===== config.mk =====
export PLATFORM = sky130hd
export DESIGN_NAME = scan_load_ctrl_flat
export DESIGN_NICKNAME = d
export VERILOG_FILES = /design/src/rtl/scan_load_ctrl_if.sv /design/src/rtl/scan_load_ctrl.sv /design/src/flat_wrapper.sv
export SDC_FILE = /design/constraint.sdc
export NUM_CORES = 1
export LEC_CHECK = 0
export ABC_AREA = 0
export ABC_CLOCK_PERIOD_IN_PS = 2110
export CAP_MARGIN = 20
export CORE_ASPECT_RATIO = 0.8
export CORE_MARGIN = 2
export CORE_UTILIZATION = 48
export DETAILED_ROUTE_END_ITERATION = 12
export PLACE_DENSITY_LB_ADDON = 0.12
export SYNTH_ARGS = -nofsm -noshare
export SYNTH_HDL_FRONTEND = slang
export SYNTH_SLANG_ARGS = --single-unit

===== constraint.sdc =====
create_clock -name clk -period 2.11 [get_ports clk]
set_input_delay 0.211 -clock clk [delete_from_list [all_inputs] [get_ports clk]]
set_output_delay 0.211 -clock clk [all_outputs]
set_load 0.005 [all_outputs]

===== src/rtl/scan_load_ctrl_if.sv =====
// scan_load_ctrl_if: word-request handshake between the host and the scan loader.
interface scan_load_ctrl_if #(
   parameter int L = 4,
   parameter int B = 8
);
   localparam int IW = (L > 1) ? $clog2(L) : 1;
   logic [B-1:0]  in_data;
   logic          in_valid;
   logic          in_ready;
   logic [IW-1:0] in_idx;
   modport master (output in_data, in_valid, input in_ready, in_idx);
   modport slave  (input in_data, in_valid, output in_ready, in_idx);
endinterface


===== src/rtl/scan_load_ctrl.sv =====
// scan_load_ctrl: serially loads L words of B bits into a scan chain, MSB of word L-1 first.
// Define SCAN_LOAD_READBACK_EN to capture the previous chain contents as readback words.
module scan_load_ctrl #(
   parameter int L   = 4,
   parameter int B   = 8,
   parameter int DIV = 1
) (
   input  logic            clk,
   input  logic            rst_n,
   input  logic            i_start,
   input  logic            i_abort,
   scan_load_ctrl_if.slave bus,
   output logic            o_scan_clk,
   output logic            o_scan_d,
   input  logic            i_scan_q,
   output logic [B-1:0]    o_rd_data,
   output logic            o_rd_valid,
   output logic            o_busy,
   output logic            o_done
);
   localparam int IW = (L > 1) ? $clog2(L) : 1;
   localparam int BW = (B > 1) ? $clog2(B) : 1;
   localparam int DW = (DIV > 1) ? $clog2(DIV) : 1;

   typedef enum logic [2:0] {IDLE, FETCH, LO, HI, DONE} state_t;

   state_t        r_state;
   logic [B-1:0]  r_sh;
   logic [BW-1:0] r_bit;
   logic [DW-1:0] r_div;
   logic [IW-1:0] r_idx;
   logic          r_ready;
   logic          w_div_last;
   logic [B-1:0]  w_sh_next;

   assign w_div_last   = r_div == DW'(DIV - 1);
   assign w_sh_next    = B'({r_sh, 1'b0});
   assign o_scan_d     = r_sh[B-1];
   assign bus.in_ready = r_ready;
   assign bus.in_idx   = r_idx;

   // Shift register MSB is the scan data output, so scan_d only moves when r_sh is reloaded at LO entry.
   always_ff @(posedge clk or negedge rst_n) begin
      if (!rst_n) begin
         r_state    <= IDLE;
         r_sh       <= '0;
         r_bit      <= '0;
         r_div      <= '0;
         r_idx      <= IW'(L - 1);
         r_ready    <= 1'b0;
         o_scan_clk <= 1'b0;
         o_busy     <= 1'b0;
         o_done     <= 1'b0;
      end else if (i_abort) begin
         r_state    <= IDLE;
         r_sh       <= '0;
         r_div      <= '0;
         r_ready    <= 1'b0;
         o_scan_clk <= 1'b0;
         o_busy     <= 1'b0;
         o_done     <= 1'b0;
      end else begin
         o_done <= 1'b0;
         case (r_state)
            IDLE: if (i_start) begin
               r_state <= FETCH;
               r_ready <= 1'b1;
               o_busy  <= 1'b1;
               r_idx   <= IW'(L - 1);
            end
            FETCH: if (bus.in_valid && r_ready) begin
               r_state <= LO;
               r_ready <= 1'b0;
               r_sh    <= bus.in_data;
               r_bit   <= BW'(B - 1);
               r_div   <= '0;
            end
            LO: begin
               r_div <= w_div_last ? '0 : r_div + 1'b1;
               if (w_div_last) begin
                  r_state    <= HI;
                  o_scan_clk <= 1'b1;
               end
            end
            HI: begin
               r_div <= w_div_last ? '0 : r_div + 1'b1;
               if (w_div_last) begin
                  o_scan_clk <= 1'b0;
                  if (r_bit != '0) begin
                     r_state <= LO;
                     r_bit   <= r_bit - 1'b1;
                     r_sh    <= w_sh_next;
                  end else if (r_idx != '0) begin
                     r_state <= FETCH;
                     r_idx   <= r_idx - 1'b1;
                     r_ready <= 1'b1;
                  end else begin
                     r_state <= DONE;
                     o_done  <= 1'b1;
                  end
               end
            end
            DONE: begin
               r_state <= IDLE;
               o_busy  <= 1'b0;
            end
            default: r_state <= IDLE;
         endcase
      end
   end

`ifdef SCAN_LOAD_READBACK_EN
   logic         w_sample;
   logic         w_word_end;
   logic [B-1:0] r_rb;
   logic [B-1:0] r_rd_data;
   logic         r_rd_valid;

   // scan_q is sampled on the last low cycle, i.e. before the rising edge shifts the chain.
   assign w_sample   = (r_state == LO) && w_div_last && !i_abort;
   assign w_word_end = (r_state == HI) && w_div_last && (r_bit == '0) && !i_abort;

   always_ff @(posedge clk or negedge rst_n) begin
      if (!rst_n) begin
         r_rb       <= '0;
         r_rd_data  <= '0;
         r_rd_valid <= 1'b0;
      end else begin
         r_rd_valid <= w_word_end;
         if (w_sample) r_rb <= B'({r_rb, i_scan_q});
         if (w_word_end) r_rd_data <= r_rb;
      end
   end

   assign o_rd_data  = r_rd_data;
   assign o_rd_valid = r_rd_valid;
`else
   logic w_unused_scan_q;
   assign w_unused_scan_q = i_scan_q;
   assign o_rd_data       = '0;
   assign o_rd_valid      = 1'b0;
`endif
endmodule

===== src/flat_wrapper.sv =====
// flat-port wrapper written by rule: the top's interface ports become plain ports
module scan_load_ctrl_flat 
#(
   parameter int L   = 4,
   parameter int B   = 8,
   parameter int DIV = 1
)
  (clk, rst_n, i_start, i_abort, o_scan_clk, o_scan_d, i_scan_q, o_rd_data, o_rd_valid, o_busy, o_done, bus_in_data, bus_in_valid, bus_in_ready, bus_in_idx);
  scan_load_ctrl_if #(.L(L), .B(B)) bus_i ();
  input  logic clk;
  input  logic rst_n;
  input  logic i_start;
  input  logic i_abort;
  output logic o_scan_clk;
  output logic o_scan_d;
  input  logic i_scan_q;
  output logic [B-1:0] o_rd_data;
  output logic o_rd_valid;
  output logic o_busy;
  output logic o_done;
  input wire logic [$bits(bus_i.in_data)-1:0] bus_in_data;
  input wire logic [$bits(bus_i.in_valid)-1:0] bus_in_valid;
  output wire logic [$bits(bus_i.in_ready)-1:0] bus_in_ready;
  output wire logic [$bits(bus_i.in_idx)-1:0] bus_in_idx;
  assign bus_i.in_data = bus_in_data;
  assign bus_i.in_valid = bus_in_valid;
  assign bus_in_ready = bus_i.in_ready;
  assign bus_in_idx = bus_i.in_idx;
  scan_load_ctrl #(.L(L), .B(B), .DIV(DIV)) u_core (.clk(clk), .rst_n(rst_n), .i_start(i_start), .i_abort(i_abort), .bus(bus_i), .o_scan_clk(o_scan_clk), .o_scan_d(o_scan_d), .i_scan_q(i_scan_q), .o_rd_data(o_rd_data), .o_rd_valid(o_rd_valid), .o_busy(o_busy), .o_done(o_done));
endmodule

==> flow_metrics.tcl <==
set metrics [dict create \
    ys_seq_area_frac 0.432 \
    syn_inst 114 \
    h-tree-depth 1 \
    final_util 0.615 \
    num_vias 884 \
    drv_cap 0 \
    hold_buffers 0 \
    start_kind "register" \
    drc 0 \
    path_max_fanout 10 \
    max_clock_freq_mhz 538 \
    fp.dieArea_mm2 0.00284 \
    synth-edff-count 0 \
    synthArstFlopShare 1.00 \
    synth_top_area_frac 0.387 \
    outcome "finished, final reports clean" \
    synth_xor_area_frac 0 \
    post_cts_buffers 0 \
    setup_viol 0 \
    dr.first_iter.drc_count 14 \
    grt_pass1_vias 768 \
    synth.most_common_cell "dfrtp_1" \
    drive_above_1_share 0.104 \
    first_pass_iters 4 \
    hold_violations 0 \
    viasPerCell 5.56 \
    wl_per_cell_um 13.7 \
    hold_class "primary input to asynchronous set/reset pin" \
    synth_area_leader_cell "dfrtp_1" \
    antennaDiodeCount 0 \
    dp_hpwl_mm 1.64 \
    rows 15 \
    clk_path_buf_depth 2 \
    end_kind "register" \
    die_h_um 48.1 \
    cts_resized 0 \
    netlist-cell-type-count 31 \
    synth_compound_area_frac 0.162 \
    antenna_left 0 \
    clkSlewWorstSetupHoldPaths_ns 0.11 \
    power.density_mw_per_mm2 519 \
    start_util 0.522 \
    post-route-period-util 0.881 \
    tightest_slew_ns 0.614 \
    p_leak_nw 0.623 \
    synth_top_cells_by_count "dfrtp_1 (18), mux2i_1 (12), buf_4 (9)" \
    slew_viol_final 0 \
    synth_top_family_by_area "compound AO/OA/AOI/OAI gates" \
    area_delta_synth_final_pct 17.9 \
    gp_congestion 0.831 \
    avgSynthCellArea_um2 10.2 \
    routed_wl_mm 2.19 \
    clk_latency_ns 0.29 \
    final_nets 152 \
    synth_fa_ha_area_frac 0.0322 \
    postLayoutCellArea_mm2 0.00137 \
    tritoncts "yes" \
    synth_area_leaders "dfrtp_1 (39%), mux2i_1 (10%), o311ai_0 (6.0%), buf_4 (5.8%), dfstp_2 (4.5%)" \
    cts_inserted_buffers 3 \
    peakVddDrop_uv 313 \
    yosysWarnings 0 \
    crit_required_ns 2.29 \
    clock_skew_ns 0.00739 \
    die_w_um 59.1 \
    syn-cell-area_mm2 0.00116 \
    critPathKind "register to register" \
    io_pins 30 \
    slew-limit-headroom 0.589 \
    arrival_ns 2.04 \
    rsz0062_at_grt "no" \
    yosys_most_used_dff "dfrtp_1" \
    clkSinkCount 20 \
    grt_antenna_before_repair 0 \
    grt_max_degree 14 \
    synth_mux_area_frac 0.116 \
    ys_ff_latch 20 \
    overflow 0 \
    grt_pass1_wl_mm 3.53 \
    coreArea_mm2 0.00223 \
    yosys.area_share.simple 0.134 \
    cts_root_buffer "clkbuf_4" \
    placed_cell_area_mm2 0.00135 \
    io_buffers 19 \
    fin_setup_tns_ns 0 \
    track_usage 0.175 \
    min_period_ns 1.86 \
]
-- metal layers --
metal	routed length, um	GRT usage
met5	0	0
met4	13	0.0409
met3	144	0.0568
met2	966	0.287
met1	1060	0.229
-- metrics by stage --
step	instances	power (mW)	hold slack [ns]	worst slack, ns
CTS	159	0.724	0.306	0.246
detailed placement	155	0.537	0.497	0.247
global route	159	0.758	0.332	0.163
global placement	155	0.534	0.490	0.255
finish	159	0.713	0.286	0.250
floorplan	122	0.490	-0.0846	0.276
-- logic make-up (layout without fill, tap and decap cells) --
| kind of cell | Yosys count | in the layout |
|---|---|---|
| AOI/OAI and AO/OA | 27 | 27 |
| adders and majority gates | 3 | 3 |
| buffers and inverters | 24 | 36 |
| DFF | 20 | 20 |
| muxes | 13 | 13 |
| other | 1 | 9 |
| and+or+nand+nor | 26 | 26 |
-- path summary, 6_finish.rpt --
kind | from | endpoint | slack, ns | cells after the start
setup / recovery | u_core.r_bit[0]$_DFFE_PN0P_ | u_core.r_bit[1]$_DFFE_PN0P_ | 0.25 | 5
hold / removal | rst_n | u_core.r_sh[2]$_DFFE_PN0P_ | 0.29 | 1
min in group clk | bus_in_data[0] | u_core.r_sh[0]$_DFFE_PN0P_ | 0.51 | 3
max in group asynchronous | rst_n | u_core.r_sh[6]$_DFFE_PN0P_ | 1.28 | 2
setup reg to reg | u_core.r_bit[0]$_DFFE_PN0P_ | u_core.r_bit[1]$_DFFE_PN0P_ | 0.25 | 5
hold reg to reg | u_core.r_bit[1]$_DFFE_PN0P_ | u_core.r_bit[1]$_DFFE_PN0P_ | 0.52 | 1
-- area by class of cell --
cell class              count  area, um2
clock buffers               4       26.3
multi-input cells          78        552
fillers                   179        860
repair buffers             25        235
well taps                  25       31.3
inverters                   7       26.3
flip-flops and latches     20        503
-- layout by cell type, fill, tap and decap left out, drive strengths merged, types with 3 or more instances in the layout --
cell and n:
clkdlybuf4s50 19, dfrtp 18, mux2i 12, conb 9, o311ai 8, o21ai 8
inv 7, buf 6, nor2 4, a21oi 4, clkbuf 4, nand3b 3
nand2 3, nor4 3, a31oi 3, nor3 3, ha 3
-- power breakdown --
group	internal, mW	total, mW	switching (mW)
Sequential	0.400	0.414	0.0140
Combinational	0.0609	0.116	0.0554
Clock	0.0736	0.183	0.109
-- worst max-delay path, cell delays in order, from the launching register on --
cell and delay, ns:
dfrtp_1 0.34, inv_1 0.07, ha_1 0.23, and3b_1 0.26
or4_4 0.52, mux2_4 0.33
-- state kept, by name, summed over array words and instances (netlist names) --
name / flops
u_core.bus.in_idx: 2
u_core.r_sh: 8
u_core.bus.in_ready: 1
u_core.o_scan_clk: 1
u_core.o_busy: 1
u_core.o_done: 1
u_core.r_state: 3
u_core.r_bit: 3
No activity file was read; power rests on OpenSTA's default activity.
